File: config.mk
export PLATFORM = sky130hd
export DESIGN_NAME = cond_unit
export DESIGN_NICKNAME = d
export VERILOG_FILES = /design/src/rtl/cond_pkg.sv /design/src/rtl/cond_check.sv /design/src/rtl/cond_unit.sv
export SDC_FILE = /design/constraint.sdc
export NUM_CORES = 1
export LEC_CHECK = 0
export ABC_CLOCK_PERIOD_IN_PS = 5970
export CORE_AREA = 5 5 66 68
export DETAILED_ROUTE_END_ITERATION = 10
export DIE_AREA = 0 0 71 73
export PLACE_DENSITY = 0.57
export SYNTH_ARGS = -nofsm -noshare
export SYNTH_HDL_FRONTEND = slang
export SYNTH_HIERARCHICAL = 1
export SYNTH_SLANG_ARGS = --single-unit
export TNS_END_PERCENT = 20
File: constraint.sdc
create_clock -name clk -period 5.97 [get_ports clk]
set_clock_uncertainty 0.15 [all_clocks]
set_input_delay 0.597 -clock clk [delete_from_list [all_inputs] [get_ports clk]]
set_output_delay 0.597 -clock clk [all_outputs]
set_load 0.02 [all_outputs]
File: src/rtl/cond_pkg.sv
// Shared condition-code encodings and flag bit positions for the ARM datapath.
// Pure declarations, no logic.
package cond_pkg;

    typedef enum logic [3:0] {
        EQ = 4'h0, NE = 4'h1, CS = 4'h2, CC = 4'h3,
        MI = 4'h4, PL = 4'h5, VS = 4'h6, VC = 4'h7,
        HI = 4'h8, LS = 4'h9, GE = 4'hA, LT = 4'hB,
        GT = 4'hC, LE = 4'hD, AL = 4'hE, NV = 4'hF
    } cond_t;

    localparam int FLAG_N = 3;
    localparam int FLAG_Z = 2;
    localparam int FLAG_C = 1;
    localparam int FLAG_V = 0;

    localparam int FLAGW_NZ = 1;
    localparam int FLAGW_CV = 0;

endpackage

File: src/rtl/cond_check.sv
// Purpose: evaluate a 4-bit ARM condition field against {N,Z,C,V}.
// Latency: purely combinational.
// Backpressure: none.
module cond_check
    import cond_pkg::*;
(
    input  logic [3:0] cond,
    input  logic [3:0] flags,
    output logic       cond_ex
);

    logic n, z, c, v;

    assign n = flags[FLAG_N];
    assign z = flags[FLAG_Z];
    assign c = flags[FLAG_C];
    assign v = flags[FLAG_V];

    always_comb begin
        cond_ex = 1'b1;
        case (cond)
            EQ:      cond_ex = z;
            NE:      cond_ex = ~z;
            CS:      cond_ex = c;
            CC:      cond_ex = ~c;
            MI:      cond_ex = n;
            PL:      cond_ex = ~n;
            VS:      cond_ex = v;
            VC:      cond_ex = ~v;
            HI:      cond_ex = c & ~z;
            LS:      cond_ex = ~c | z;
            GE:      cond_ex = (n == v);
            LT:      cond_ex = (n != v);
            GT:      cond_ex = ~z & (n == v);
            LE:      cond_ex = z | (n != v);
            // NV is deliberately treated as always-execute
            default: cond_ex = 1'b1;
        endcase
    end

endmodule

File: src/rtl/cond_unit.sv
// Purpose: flags register, latched condition result, write-strobe gating, skip counter.
// Latency: flags and condition result registered (visible next cycle); strobes combinational from condex_q.
// Backpressure: none; strobes are level-gated, reset forces them low.
module cond_unit
    import cond_pkg::*;
#(
    parameter int CNT_W = 16
) (
    input  logic             clk,
    input  logic             reset_n,
    input  logic [3:0]       Cond,
    input  logic [3:0]       ALUFlags,
    input  logic [1:0]       FlagW,
    input  logic             cond_ld,
    input  logic             PCS,
    input  logic             NextPC,
    input  logic             RegW,
    input  logic             MemW,
    output logic             PCWrite,
    output logic             RegWrite,
    output logic             MemWrite,
    output logic [3:0]       Flags,
    output logic [CNT_W-1:0] skip_cnt
);

    logic [3:0]       flags_q, flags_d;
    logic             condex_q, condex_d;
    logic [CNT_W-1:0] skip_q, skip_d;
    logic             cond_ex;

    // Decision always uses the stored flags, so a same-cycle flag write cannot affect it
    cond_check u_cond_check (
        .cond    (Cond),
        .flags   (flags_q),
        .cond_ex (cond_ex)
    );

    always_comb begin
        flags_d  = flags_q;
        condex_d = condex_q;
        skip_d   = skip_q;
        if (FlagW[FLAGW_NZ] && cond_ex) begin
            flags_d[FLAG_N] = ALUFlags[FLAG_N];
            flags_d[FLAG_Z] = ALUFlags[FLAG_Z];
        end
        if (FlagW[FLAGW_CV] && cond_ex) begin
            flags_d[FLAG_C] = ALUFlags[FLAG_C];
            flags_d[FLAG_V] = ALUFlags[FLAG_V];
        end
        if (cond_ld) begin
            condex_d = cond_ex;
            if (!cond_ex && (skip_q != {CNT_W{1'b1}})) begin
                skip_d = skip_q + 1'b1;
            end
        end
    end

    always_ff @(posedge clk or negedge reset_n) begin
        if (!reset_n) begin
            flags_q  <= 4'b0000;
            condex_q <= 1'b0;
            skip_q   <= '0;
        end else begin
            flags_q  <= flags_d;
            condex_q <= condex_d;
            skip_q   <= skip_d;
        end
    end

    // reset_n gates NextPC too, so the PC cannot advance while reset is held
    assign PCWrite  = reset_n & ((PCS & condex_q) | NextPC);
    assign RegWrite = reset_n & RegW & condex_q;
    assign MemWrite = reset_n & MemW & condex_q;
    assign Flags    = flags_q;
    assign skip_cnt = skip_q;

endmodule

==> flow_metrics.tcl, run 1 <==
set metrics [dict create \
    synth_edf_count 0 \
    power_density_mw_per_mm2 371 \
    syn-num-nets 132 \
    layoutNonFillerInstCount 204 \
    swShare_pct 38.5 \
    worst_pin_slew_ns 1.18 \
    ant_nets 0 \
    post_cts_buffers 0 \
    drive_above_1_share_pct 11.7 \
    routabilityCongestion 0.768 \
    drt_iter0_drc 28 \
    slew_headroom_pct 20.5 \
    ios 40 \
    clockPowerShare_pct 14.7 \
    crit_required_ns 5.22 \
    finalHoldViolCount 0 \
    ys.flop_type "dfrtp_1" \
    crit_chain "clkdlybuf4s50_1 -> and3_1 -> clkdlybuf4s50_1" \
    p_int_uw 389 \
    drc 0 \
    post_synth.cell_area_avg_um2 10.8 \
    synth_simple_gate_area_share_pct 19.6 \
    power_frac_comb_pct 46.1 \
    rsz0062_at_grt "no" \
    period_needed_ns 3.38 \
    p_sw_uw 243 \
    grt_pass1_wl_mm 4.84 \
    final_util_pct 44.9 \
    row_count 23 \
    p_leak_nw 0.717 \
    fin_crit_sh_pct 56.7 \
    clockBufferDepth 2 \
    fillers 374 \
    ctsHtreeMaxLevel 1 \
    post-place-ws_ns 2.52 \
    cpMostUsedCell "clkdlybuf4s50_1" \
    status "completed" \
    avgViaCountPerCell 4.90 \
    fin_ws_ns 2.59 \
    crit_fanout 24 \
    fin_total_pwr_uw 633 \
    cts-root-buf "clkbuf_8" \
    critPathKind "in -> out" \
    ctsHoldBuffers 0 \
    cp-start-kind "primary input" \
    final_nets 173 \
    async_flop_share_pct 100 \
    grt_antenna_before_repair 0 \
    cap_violations 0 \
    grt_max_degree 25 \
    hp-class "reg -> reg" \
    synth_xor_area_share_pct 13.6 \
    synthAdderAreaFrac_pct 1.02 \
    hpwl_mm 2.17 \
    crit_arrival_ns 2.64 \
    wirelength_mm 2.91 \
    clock_latency_ns 0.26 \
    synthMuxAreaShare_pct 6.33 \
    setup_viol 0 \
    critPathCaptureType "primary output" \
    grt_overflow 0 \
    cts_tree "yes" \
    worst_path_max_delay_cell "clkdlybuf4s50_1" \
    synth_top_family_by_area "simple AND/OR/NAND/NOR gates" \
    vias 1000 \
    syn_area_mm2 0.00123 \
    yosysSeqAreaShare_pct 42.9 \
    cts_buffers 3 \
    synthCells 114 \
    ys_warn_count 6 \
    ir_worst_vdd_v 0.000150 \
    wl_per_cell_um 14.3 \
    die_area_mm2 0.00518 \
    fin_setup_tns_ns 0 \
    portBuffers 39 \
    synth_compound_area_share_pct 14.0 \
    fmax_mhz 296 \
    syn_to_final_growth_pct 39.2 \
    die_x_um 71 \
    synthDistinctLibCells 36 \
    drt-pass1-iter-count 4 \
    final_max_slew_viol_count 0 \
    coreArea_mm2 0.00380 \
    cts.sinks 21 \
    pwr-share-seq_pct 39.2 \
    ys_seq_elements 21 \
    cts_resized 0 \
    antenna_cells 0 \
    die_height_um 73 \
    clk_pin_slew_ns 0.07 \
    placed_cells 200 \
    start_util_pct 32.3 \
    grt_pass1_vias 987 \
    critPathMaxStageDelay_ns 1.14 \
    grt_usage_pct 11.6 \
]
## layout by cell type, fill, tap and decap left out, types with 4 or more instances in the layout
cell type / count
nor2b_1: 4
nand4_1: 4
nand2_1: 9
xnor2_1: 8
clkdlybuf4s50_1: 39
mux2_2: 6
and3_1: 5
nand3_1: 4
dfrtp_1: 21
xor2_1: 11
a21oi_1: 7
inv_1: 4
## power groups by stage
| stage | combinational (mW) | sequential, mW | clock, mW |
|---|---|---|---|
| 4_1_cts | 0.296 | 0.248 | 0.0944 |
| 3_3_place_gp | 0.291 | 0.249 | 0 |
| 5_1_grt | 0.312 | 0.257 | 0.0986 |
| 6_report | 0.292 | 0.248 | 0.0928 |
| 3_5_place_dp | 0.295 | 0.251 | 0 |
| 2_1_floorplan | 0.121 | 0.288 | 0 |
## per-layer routing
metal / GRT usage [%] / wire [um] / vias up
li1: - / - / 493
met1: 15.6 / 1440 / 469
met2: 18.7 / 1270 / 34
met3: 2.75 / 172 / 4
met4: 3.13 / 30 / 0
met5: 0 / 0 / -
## kinds of logic (layout without fill, tap and decap cells)
kind of cell	Yosys count	in the layout
xor+xnor	19	19
fa+ha+maj	1	1
simple gates	38	38
mux	7	7
compound gates	21	21
buf+inv	7	47
flops	21	21
## stage by stage
stage | instance area, um2 | hold slack [ns]
floorplan | 1230 | 0.151
global placement | 1660 | 0.328
detailed placement | 1660 | 0.328
CTS | 1710 | 0.344
global route | 1710 | 0.362
finish | 1710 | 0.345
## cells in the mapped netlist, types with 2 or more instances
master / n / share of area [%]
dfrtp_1: 21 / 43
xor2_1: 11 / 7.9
nand2_1: 9 / 2.8
xnor2_1: 8 / 5.7
a21oi_1: 7 / 2.9
mux2_2: 6 / 5.5
and3_1: 5 / 2.6
inv_1: 4 / 1.2
nand3_1: 4 / 1.6
nand4_1: 4 / 2.0
nor2b_1: 4 / 2.0
a211o_1: 2 / 1.4
a211oi_1: 2 / 1.2
a211oi_2: 2 / 2.0
and4_1: 2 / 1.4
buf_2: 2 / 0.82
nor3b_1: 2 / 1.2
## final timing paths
| check | slack [ns] | end | cells past startpoint | startpoint |
|---|---|---|---|---|
| setup / recovery | 2.59 | MemWrite | 3 | reset_n |
| hold / removal | 0.34 | skip_cnt[13]$_DFFE_PN0P_ | 1 | skip_cnt[13]$_DFFE_PN0P_ |
| setup reg to reg | 3.34 | skip_cnt[15]$_DFFE_PN0P_ | 8 | Flags[3]$_DFFE_PN0P_ |
| hold reg to reg | 0.34 | skip_cnt[13]$_DFFE_PN0P_ | 1 | skip_cnt[13]$_DFFE_PN0P_ |
| max in group asynchronous | 4.30 | skip_cnt[14]$_DFFE_PN0P_ | 1 | reset_n |
| min in group asynchronous | 0.74 | skip_cnt[4]$_DFFE_PN0P_ | 1 | reset_n |
## layout make-up
class	count	area [um2]	area share, %
clock buffers	4	45.0	2.64
flip-flops and latches	21	526	30.8
well taps	50	62.6	3.67
multi-input cells	86	668	39.1
repair buffers	39	390	22.9
inverters	4	15.0	0.880
## sequential cells by signal (all words and copies together) (netlist names)
signal	flops
skip_cnt	16
Flags	4
condex_q	1
## worst max-delay path: cells and delay by family
family | cells | cell delay, ns
buf+inv | 2 | 1.74
simple gates | 1 | 0.28
Power figures use the tool's default switching activity.
==> run 2: changes to the inputs <==
--- a/config.mk
+++ b/config.mk
@@ -5,7 +5,7 @@
 export SDC_FILE = /design/constraint.sdc
 export NUM_CORES = 1
 export LEC_CHECK = 0
-export ABC_CLOCK_PERIOD_IN_PS = 5970
+export ABC_CLOCK_PERIOD_IN_PS = 3200
 export CORE_AREA = 5 5 66 68
 export DETAILED_ROUTE_END_ITERATION = 10
 export DIE_AREA = 0 0 71 73
==> constraint.sdc (replaced) <==
create_clock -name clk -period 3.2 [get_ports clk]
set_clock_uncertainty 0.15 [all_clocks]
set_input_delay 0.32 -clock clk [delete_from_list [all_inputs] [get_ports clk]]
set_output_delay 0.32 -clock clk [all_outputs]
set_load 0.02 [all_outputs]
==> run 2 against run 1 <==
Compared with the run above: sequential power grew 86%; count of clock-buffer cells in the layout is the same; setup slack lost 2.2 ns; largest cell class unchanged; clock power grew 89%; first-iteration DRC count shrank 18%; via count grew 0.10%; non-clock buffer count grew 2; critical path type is now in -> reg; register-to-register slack lost 2.8 ns; sequential cell count is the same; largest power group unchanged; critical endpoint is now skip_cnt[15]$_DFFE_PN0P_; combinational power grew 87%; routed wire length grew 4.3%.
==> flow_metrics.tcl, run 2 (synthesis gave the netlist of run 1 again) <==
set metrics [dict create \
    layout_common_cells "39 x clkdlybuf4s50_1, 21 x dfrtp_1, 11 x xor2_1, 9 x nand2_1, 8 x xnor2_1" \
    grt_overflow 0 \
    pwr-share-seq_pct 39.0 \
    row_count 23 \
    avgViaCountPerCell 4.86 \
    drc 0 \
    worst_pin_slew_ns 0.471 \
    largest_reg_flops 16 \
    syn_to_final_growth_pct 40.4 \
    wl_per_cell_um 14.8 \
    grt_antenna_before_repair 0 \
    grt_max_degree 22 \
    grt_pass1_vias 1094 \
    cap_violations 0 \
    portBuffers 39 \
    post_cts_buffers 0 \
    wirelength_mm 3.04 \
    die_height_um 73 \
    clockBufferDepth 2 \
    crit_required_ns 3.20 \
    finalHoldViolCount 0 \
    period_needed_ns 2.83 \
    critPathCaptureType "flop" \
    final_max_slew_viol_count 0 \
    vias 1001 \
    routabilityCongestion 0.787 \
    cp-start-kind "primary input" \
    cts-root-buf "clkbuf_8" \
    fin_crit_sh_pct 88.3 \
    cts_tree "yes" \
    antenna_cells 0 \
    ir_worst_vdd_v 0.000296 \
    coreArea_mm2 0.00380 \
    status "completed" \
    ant_nets 0 \
    power_frac_comb_pct 46.2 \
    rsz0062_at_grt "no" \
    die_area_mm2 0.00518 \
    fin_setup_tns_ns 0 \
    fillers 379 \
    power_density_mw_per_mm2 687 \
    drive_above_1_share_pct 12.8 \
    ctsHtreeMaxLevel 1 \
    die_x_um 71 \
    p_sw_uw 457 \
    final_common_cell "clkdlybuf4s50_1" \
    fmax_mhz 354 \
    cts_buffers 3 \
    p_leak_nw 0.727 \
    ios 40 \
    ctsHoldBuffers 0 \
    grt_pass1_wl_mm 5.14 \
    setup_viol 0 \
    hpwl_mm 2.27 \
    clk_pin_slew_ns 0.08 \
    hp-class "in -> async" \
    critPathKind "in -> reg" \
    drt_iter0_drc 23 \
    cts_resized 0 \
    drt-pass1-iter-count 4 \
    slew_headroom_pct 68.6 \
    crit_arrival_ns 2.82 \
    crit_fanout 7 \
    grt_usage_pct 12.3 \
    p_int_uw 727 \
    cts.sinks 21 \
    start_util_pct 32.3 \
    swShare_pct 38.6 \
    clockPowerShare_pct 14.8 \
    final_util_pct 45.3 \
    clock_latency_ns 0.26 \
    final_nets 175 \
    fin_total_pwr_mw 1.18 \
]
run 2: layer usage:
metal	share of wire, %	track usage (%)
met3	6.9	3.58
met4	2.1	5.43
met1	46	15.0
met5	0	0
met2	45	20.2
run 2: power groups by stage:
stage | combinational (mW) | clock [mW] | sequential (mW)
global route | 0.596 | 0.193 | 0.479
CTS | 0.555 | 0.184 | 0.462
finish | 0.547 | 0.175 | 0.461
detailed placement | 0.553 | 0 | 0.467
floorplan | 0.226 | 0 | 0.538
global placement | 0.546 | 0 | 0.463
run 2: worst max-delay path: stages:
cell             delay [ns]
clkdlybuf4s50_1        0.59
mux2i_1                0.25
xnor2_1                0.15
o32ai_1                0.10
a211o_1                0.30
nand2b_4               0.20
or4_4                  0.52
a211o_1                0.26
xnor2_1                0.13
run 2: path summary, 6_finish.rpt:
check	startpoint	end	slack, ns	cells past startpoint
min in group clk	skip_cnt[13]$_DFFE_PN0P_	skip_cnt[13]$_DFFE_PN0P_	0.35	1
min	reset_n	skip_cnt[2]$_DFFE_PN0P_	0.33	2
max	Cond[1]	skip_cnt[15]$_DFFE_PN0P_	0.37	9
max reg2reg	Flags[3]$_DFFE_PN0P_	skip_cnt[15]$_DFFE_PN0P_	0.59	8
max in group asynchronous	reset_n	skip_cnt[14]$_DFFE_PN0P_	2.36	2
min reg2reg	skip_cnt[13]$_DFFE_PN0P_	skip_cnt[13]$_DFFE_PN0P_	0.35	1
run 2: final cells by class:
type / count / area [um2] / area share (%)
multi-input combinational: 86 / 668 / 38.8
sequential: 21 / 526 / 30.5
timing repair buffer: 41 / 405 / 23.5
tap: 50 / 62.6 / 3.63
clock buffer: 4 / 45.0 / 2.62
inverter: 4 / 15.0 / 0.872
run 2: through the flow:
step	hold WS [ns]	cells	area, um2	setup slack [ns]
5_1_grt	0.378	206	1720	0.250
4_1_cts	0.350	206	1720	0.372
3_5_place_dp	0.337	202	1680	0.124
3_3_place_gp	0.330	202	1680	0.201
2_1_floorplan	-0.126	114	1230	0.652
6_report	0.326	206	1720	0.374
==> run 3: changes to the inputs <==
--- a/config.mk
+++ b/config.mk
@@ -6,10 +6,10 @@
 export NUM_CORES = 1
 export LEC_CHECK = 0
 export ABC_CLOCK_PERIOD_IN_PS = 3200
-export CORE_AREA = 5 5 66 68
+export CORE_AREA = 5 5 59 61
 export DETAILED_ROUTE_END_ITERATION = 10
-export DIE_AREA = 0 0 71 73
-export PLACE_DENSITY = 0.57
+export DIE_AREA = 0 0 64 66
+export PLACE_DENSITY = 0.71
 export SYNTH_ARGS = -nofsm -noshare
 export SYNTH_HDL_FRONTEND = slang
 export SYNTH_HIERARCHICAL = 1
==> run 3 against run 2 <==
Compared with the run above: register-to-register slack gained 0.06 ns; sequential power grew 0.9%; highest routed layer unchanged; final cell count shrank 7.8%; non-clock buffer count grew 1; setup slack gained 0.15 ns; critical endpoint unchanged; cell area shrank 1.9%; global-route usage grew 2.9 points; sequential share of layout area grew 0.59 points; largest power group unchanged; power shrank 2.4%; count of clock-buffer cells in the layout is the same; maximum frequency grew 5.8%.
==> flow_metrics.tcl, run 3 (synthesis gave the netlist of run 1 again) <==
set metrics [dict create \
    final_cell_area_mm2 0.00169 \
    vias 1029 \
    coreArea_mm2 0.00293 \
    clk_pin_slew_ns 0.11 \
    row_count 20 \
    slew_headroom_pct 70.3 \
    drive_above_1_share_pct 13.4 \
    p_leak_nw 0.724 \
    grt_overflow 0 \
    largest_reg_flops 16 \
    ir_worst_vdd_v 0.000454 \
    cp-start-kind "primary input" \
    drt_iter0_drc 83 \
    final_max_slew_viol_count 0 \
    dpl_cell_area_mm2 0.00166 \
    fin_crit_sh_pct 83.5 \
    clockBufferDepth 2 \
    clock_latency_ns 0.31 \
    die_area_mm2 0.00422 \
    fmax_mhz 374 \
    reg2reg_slack_ns 0.65 \
    final_common_cell "clkdlybuf4s50_1" \
    hp-class "in -> async" \
    setup_viol 0 \
    status "completed" \
    drt-pass1-iter-count 4 \
    ios 40 \
    period_needed_ns 2.67 \
    cts-root-buf "clkbuf_4" \
    die_height_um 66 \
    placed_cells 186 \
    rsz0062_at_grt "no" \
    crit_fanout 9 \
    routabilityCongestion 0.794 \
    drc 0 \
    cts.sinks 21 \
    cts_resized 0 \
    hpwl_mm 2.27 \
    ant_nets 0 \
    cap_violations 0 \
    portBuffers 39 \
    cts_buffers 3 \
    syn_to_final_growth_pct 37.8 \
    ctsHtreeMaxLevel 1 \
    grt_pass1_vias 1119 \
    critPathKind "in -> reg" \
    wirelength_mm 2.98 \
    fin_setup_tns_ns 0 \
    antenna_cells 0 \
    grt_antenna_before_repair 0 \
    final_nets 176 \
    crit_arrival_ns 2.72 \
    start_util_pct 41.9 \
    grt_pass1_wl_mm 5.14 \
    crit_required_ns 3.25 \
    cts_tree "yes" \
    ctsHoldBuffers 0 \
    layout_common_cells "39 x clkdlybuf4s50_1, 21 x dfrtp_1, 11 x xor2_1, 9 x nand2_1, 8 x xnor2_1" \
    power_density_mw_per_mm2 683 \
    grt_usage_pct 15.2 \
    worst_pin_slew_ns 0.444 \
    wl_per_cell_um 15.7 \
    critPathCaptureType "flop" \
    grt_max_degree 19 \
    die_x_um 64 \
    avgViaCountPerCell 5.42 \
    finalHoldViolCount 0 \
    layoutNonFillerInstCount 190 \
    post_cts_buffers 0 \
    fin_total_pwr_mw 1.15 \
]
[run 3: final timing paths]
kind | from | end | depth (start not counted)
hold reg to reg | skip_cnt[13]$_DFFE_PN0P_ | skip_cnt[13]$_DFFE_PN0P_ | 1
min in group clk | skip_cnt[13]$_DFFE_PN0P_ | skip_cnt[13]$_DFFE_PN0P_ | 1
hold / removal | reset_n | Flags[1]$_DFFE_PN0P_ | 1
setup reg to reg | Flags[3]$_DFFE_PN0P_ | skip_cnt[15]$_DFFE_PN0P_ | 8
max in group asynchronous | reset_n | skip_cnt[13]$_DFFE_PN0P_ | 2
setup / recovery | Cond[3] | skip_cnt[15]$_DFFE_PN0P_ | 9
[run 3: routing by layer]
| layer | GRT usage, % | share of wire (%) | vias to the layer above |
|---|---|---|---|
| li1 | - | - | 500 |
| met1 | 18.3 | 43 | 494 |
| met2 | 26.0 | 50 | 30 |
| met3 | 3.06 | 5.6 | 5 |
| met4 | 6.75 | 1.6 | 0 |
| met5 | 0 | 0 | - |
[run 3: metrics by stage]
step	worst slack, ns	util, %	hold slack [ns]
floorplan	0.652	-	-0.126
global route	0.418	57.7	0.0946
detailed placement	0.211	56.8	0.332
CTS	0.549	57.7	0.0958
finish	0.528	57.7	0.105
global placement	0.256	56.8	0.328
[run 3: critical path, cell delays in order]
cell             delay [ns]
clkdlybuf4s50_1        0.62
and3b_1                0.22
a22oi_2                0.06
xnor2_1                0.13
a211o_1                0.31
nand2b_4               0.18
or4_4                  0.51
a211o_1                0.25
xnor2_1                0.12
[run 3: power by group]
group          switching (mW)  internal, mW  leakage [nW]
clock network          0.0785        0.0487        0.0150
registers               0.117         0.348         0.250
logic                   0.265         0.297         0.459
total                   0.460         0.694         0.724
[run 3: cell type report]
class	count	area (um2)
Clock buffer	4	26.3
Fill cell	274	1240
Inverter	4	15.0
Multi-Input combinational cell	86	668
Sequential cell	21	526
Tap cell	33	41.3
Timing Repair Buffer	42	413
